**config.mk**
```make
export PLATFORM = sky130hd
export DESIGN_NAME = row_assembler_flat
export DESIGN_NICKNAME = d
export VERILOG_FILES = /design/src/rtl/row_assembler_if.sv /design/src/rtl/row_assembler.sv /design/src/flat_wrapper.sv
export SDC_FILE = /design/constraint.sdc
export NUM_CORES = 2
export LEC_CHECK = 0
export BUFFER_PORTS_ARGS = -buffer_cell sky130_fd_sc_hd__buf_2
export CAP_MARGIN = 10
export CORE_ASPECT_RATIO = 1.1
export CORE_MARGIN = 8
export CORE_UTILIZATION = 45
export CTS_CLUSTER_DIAMETER = 30
export DETAILED_ROUTE_END_ITERATION = 6
export GPL_TIMING_DRIVEN = 1
export PLACE_DENSITY = 0.65
export RECOVER_POWER = 100
export SLEW_MARGIN = 0
export SYNTH_ARGS = -nofsm -noshare
export SYNTH_HDL_FRONTEND = slang
export SYNTH_SLANG_ARGS = --single-unit
```
**constraint.sdc**
```tcl
create_clock -name clk -period 40.3 [get_ports clk]
set_input_delay 2.015 -clock clk [delete_from_list [all_inputs] [get_ports clk]]
set_output_delay 2.015 -clock clk [all_outputs]
set_load 0.01 [all_outputs]
```
**src/rtl/row_assembler_if.sv**
```systemverilog
// Element stream from the DMA plus the row-write port toward the vector register file.
// The slave view is the assembler; the master view is the DMA/register-file side.
interface row_assembler_if #(
    parameter int wordSize = 32,
    parameter int words    = 16,
    parameter int NoOfElem = 16
);
    logic [wordSize-1:0]             in_data;
    logic                            in_valid;
    logic                            in_ready;
    logic [words-1:0][wordSize-1:0]  rowData;
    logic [$clog2(NoOfElem)-1:0]     rowAddr;
    logic                            rowWE;

    modport slave (
        input  in_data, in_valid,
        output in_ready, rowData, rowAddr, rowWE
    );

    modport master (
        output in_data, in_valid,
        input  in_ready, rowData, rowAddr, rowWE
    );
endinterface

```
**src/rtl/row_assembler.sv**
```systemverilog
// Packs a serial element stream into register-file rows, one row write per `words`
// accepted elements, until NoOfElem rows are loaded; then pulses done.
module row_assembler #(
    parameter int wordSize = 32,
    parameter int words    = 16,
    parameter int NoOfElem = 16
) (
    input  logic              clk,
    input  logic              RESET,
    input  logic              start,
    output logic              busy,
    output logic              done,
    row_assembler_if.slave    bus
);
    localparam int WW = $clog2(words);
    localparam int RW = $clog2(NoOfElem);

    typedef enum logic [1:0] {IDLE, FILL, WRITE, DONE} state_t;

    state_t                          state;
    logic [WW-1:0]                   wcnt;
    logic [RW-1:0]                   rcnt;
    logic [words-1:0][wordSize-1:0]  buffer;
    logic                            accept;

    assign bus.in_ready = (state == FILL);
    assign accept       = bus.in_valid && (state == FILL);

    // rowData is a separate copy of the buffer so it holds steady while the next row fills;
    // the final element is merged straight from in_data on the accepting edge.
    always_ff @(posedge clk or posedge RESET) begin
        if (RESET) begin
            state       <= IDLE;
            wcnt        <= '0;
            rcnt        <= '0;
            buffer      <= '0;
            bus.rowData <= '0;
            bus.rowAddr <= '0;
            bus.rowWE   <= 1'b0;
            busy        <= 1'b0;
            done        <= 1'b0;
        end else begin
            bus.rowWE <= 1'b0;
            done      <= 1'b0;
            case (state)
                IDLE: begin
                    if (start) begin
                        state <= FILL;
                        wcnt  <= '0;
                        rcnt  <= '0;
                        busy  <= 1'b1;
                    end
                end
                FILL: begin
                    if (accept) begin
                        buffer[wcnt] <= bus.in_data;
                        if (wcnt == WW'(words - 1)) begin
                            wcnt                   <= '0;
                            state                  <= WRITE;
                            bus.rowWE              <= 1'b1;
                            bus.rowAddr            <= rcnt;
                            bus.rowData            <= buffer;
                            bus.rowData[words-1]   <= bus.in_data;
                        end else begin
                            wcnt <= wcnt + 1'b1;
                        end
                    end
                end
                WRITE: begin
                    if (rcnt == RW'(NoOfElem - 1)) begin
                        state <= DONE;
                        done  <= 1'b1;
                    end else begin
                        rcnt  <= rcnt + 1'b1;
                        state <= FILL;
                    end
                end
                DONE: begin
                    state <= IDLE;
                    rcnt  <= '0;
                    busy  <= 1'b0;
                end
                default: state <= IDLE;
            endcase
        end
    end
endmodule

```
**src/flat_wrapper.sv**
```systemverilog
// flat-port wrapper written by rule: the top's interface ports become plain ports
module row_assembler_flat 
#(
    parameter int wordSize = 32,
    parameter int words    = 16,
    parameter int NoOfElem = 16
)
  (clk, RESET, start, busy, done, bus_in_data, bus_in_valid, bus_in_ready, bus_rowData, bus_rowAddr, bus_rowWE);
  row_assembler_if #(.wordSize(wordSize), .words(words), .NoOfElem(NoOfElem)) bus_i ();
  input  logic clk;
  input  logic RESET;
  input  logic start;
  output logic busy;
  output logic done;
  input wire logic [$bits(bus_i.in_data)-1:0] bus_in_data;
  input wire logic [$bits(bus_i.in_valid)-1:0] bus_in_valid;
  output wire logic [$bits(bus_i.in_ready)-1:0] bus_in_ready;
  output wire logic [$bits(bus_i.rowData)-1:0] bus_rowData;
  output wire logic [$bits(bus_i.rowAddr)-1:0] bus_rowAddr;
  output wire logic [$bits(bus_i.rowWE)-1:0] bus_rowWE;
  assign bus_i.in_data = bus_in_data;
  assign bus_i.in_valid = bus_in_valid;
  assign bus_in_ready = bus_i.in_ready;
  assign bus_rowData = bus_i.rowData;
  assign bus_rowAddr = bus_i.rowAddr;
  assign bus_rowWE = bus_i.rowWE;
  row_assembler #(.wordSize(wordSize), .words(words), .NoOfElem(NoOfElem)) u_core (.clk(clk), .RESET(RESET), .start(start), .busy(busy), .done(done), .bus(bus_i));
endmodule
```
==> reports/metrics.cfg <==
[global_routing]
first_global_vias = 27100
grt_start_max_net_pins = 179
track_usage = 0.223
antenna_found_initial = 6
overflow = 0
grt_pass1_wl_um = 164000

[drt]
wl_um = 106000
first_pass_iters = 7
wl_per_cell_um = 20.5
post-route-drc-count = 0
first_iter_violations = 1862
antenna_left = 0
routed_via_density = 5.03
routed-via-count = 26000

[timing]
fmax_mhz = 57.8
worstMarginPinSlew_ns = 8.09
period_share = 0.429
period_needed_ns = 17.29
slew_headroom = -4.39
skew_ns = 0.0364
report.final.slew_viol_count = 1973
tns_ns = 0
setup_ws_ns = 23.01
rsz0062_at_grt = false
hold_violations = 0
finalSetupViolCount = 0

[worst_hold_path]
hp-class = reg -> reg
hold_start = u_core.buffer[432]$_DFFE_PP0P_

[clock_network]
cts-root-buf = clkbuf_16
ctsHtreeMaxLevel = 4
clk_path_buf_depth = 3
cts_tree = built
cts_inserted_buffers = 169
post_cts_resized = 0
cts_setup_buffers = 0
clk_pin_slew_ns = 0.06
clock-sinks = 1009
hold_buffers = 0
clk_latency_ns = 0.74

[die]
coreArea_um2 = 84500
initial_utilization = 0.453
die_w_um = 294
dieHeight_um = 322
dieArea_um2 = 94700
rows = 112
num_io_pins = 556

[finish]
fin_util = 0.554
nets = 3933
area_growth_pct = 22.3
drive_above_1_share = 0.188

[critical_path]
critPathMostFrequentCell = clkbuf_1
path_class = in -> async
reg2reg_from = u_core.state[1]$_DFFE_PP0P_
end_kind = async pin
worstPathArrival_ns = 17.35
crit_buf_inv = 5
critPathMaxStageDelay_ns = 5.83
critPathTopFamily = buffers and inverters
critPathSlowestCell = clkbuf_1
cp-start-kind = input pin
cp_cell_sequence = clkbuf_1 > clkinvlp_2 > clkbuf_1 > clkbuf_1 > clkbuf_1
worst-path-max-fanout = 156
critPathRequiredTime_ns = 40.36
crit_path_start = RESET

[logic_synthesis]
yosysWarnings = 0
avgSynthCellArea_um2 = 11.5
synthFlopType = dfrtp_1
synth.most_common_cell = nand2_1
ys_types = 31
ys_seq_area_frac = 0.660
async_flop_share = 1.00
synth_area_leaders = dfrtp_1 66%, nand2_1 15%, mux2_2 12%, mux2_1 1.9%, buf_6 1.4%
netlist_area_um2 = 38300
synth_cells = 3325
synth_seq_cells = 1009
syn_nets = 3371
synth.largest_area_cell = dfrtp_1
synth_top_area_frac = 0.660
synthTopCellsByCount = 1559 x nand2_1, 1009 x dfrtp_1, 416 x mux2_2
synth_edf_count = 0

[outcome]
outcome = finished with violations
violations = capacitance limit, slew limit

[pwr]
irDropWorstVdd_uv = 40.4
p_leak_uw = 0.0246
power.density_nw_per_um2 = 61.6

[placement]
place_ws_ns = 33.95
io_buffers = 555
dp_hpwl_um = 64000
gp_congestion = 0.754

[flow_run]
drv_cap = 31

[metal layers]
| metal | vias up | routed length (um) | global-route usage |
|---|---|---|---|
| met3 | 167 | 6270 | 0.0493 |
| li1 | 11700 | - | - |
| met4 | 0 | 2920 | 0.0739 |
| met5 | - | 0 | 0 |
| met2 | 819 | 48900 | 0.343 |
| met1 | 13300 | 47800 | 0.313 |
[path summary, 6_finish.rpt]
kind	to	slack, ns	cells past startpoint
max in group clk	u_core.bus.rowWE$_DFF_PP0_	24.56	5
min in group asynchronous	u_core.bus.rowData[214]$_DFFE_PP0P_	3.15	2
max reg2reg	u_core.bus.rowWE$_DFF_PP0_	25.28	6
min reg2reg	u_core.bus.rowData[432]$_DFFE_PP0P_	0.44	2
max	u_core.buffer[5]$_DFFE_PP0P_	23.01	5
min	u_core.bus.rowData[432]$_DFFE_PP0P_	0.44	2
[layout by cell type, fill, tap and decap left out, types with 3 or more instances in the layout]
cell type,Yosys,routed
clkinv_8,0,3
inv_8,0,4
buf_2,61,32
clkbuf_8,0,21
diode_2,0,6
mux2_1,65,65
clkbuf_16,0,175
buf_4,24,3
nand2_1,1559,1559
nor3_4,0,3
mux2_2,416,416
nand4_1,3,3
mux2i_1,3,3
o21ai_0,8,8
nor2_4,0,9
inv_1,11,10
clkinvlp_4,0,21
a21oi_1,6,6
bufinv_16,0,22
clkinv_4,0,8
nor2_1,11,4
clkbuf_1,64,569
inv_6,0,12
nand3_1,8,8
clkinv_2,0,25
ha_1,10,10
dfrtp_1,1009,1009
[worst reg2reg max path, delay by kind of cell (launching register included)]
| kind | cells | cell delay [ns] |
|---|---|---|
| flip-flops | 1 | 0.41 |
| adder cells (fa/ha/maj) | 1 | 0.32 |
| buffers and inverters | 3 | 10.35 |
| AND/OR/NAND/NOR | 2 | 2.49 |
[registers in the layout, indices dropped and copies added, names as in the netlist]
signal              cells
u_core.bus.rowAddr      4
u_core.buffer         480
u_core.busy             1
u_core.rcnt             4
u_core.bus.rowWE        1
u_core.wcnt             4
u_core.bus.rowData    512
u_core.state            2
u_core.done             1
[kinds of logic after synthesis]
group | Yosys count | share of synthesized area
and+or+nand+nor | 1594 | 0.158
DFF | 1009 | 0.660
muxes | 484 | 0.142
buffers and inverters | 208 | 0.0340
AOI/OAI and AO/OA | 20 | 0.00307
adders and majority gates | 10 | 0.00327
[final cells by class]
class / instances / area, um2
fill: 7464 / 37700
clock inverter: 96 / 1240
antenna: 6 / 15.0
inverter: 12 / 47.5
clock buffer: 215 / 4740
multi-input combinational: 2108 / 11800
timing repair buffer: 587 / 2290
tap: 1140 / 1430
sequential: 1009 / 25200
[power breakdown]
group / internal (uW) / switching [uW]
clock: 977 / 507
sequential: 1140 / 64.7
combinational: 105 / 95.6
[per-stage QoR]
| step | hold WS, ns | area (um2) | power [uW] | instances |
|---|---|---|---|---|
| floorplan | 0.431 | 38300 | 1360 | 3325 |
| global placement | 0.441 | 41600 | 1400 | 4856 |
| detailed placement | 0.448 | 41600 | 1410 | 4856 |
| CTS | 0.447 | 47600 | 2910 | 5167 |
| global route | 0.470 | 46800 | 2990 | 5167 |
| finish | 0.438 | 46800 | 2880 | 5173 |
(Power assumes the default switching activity.)
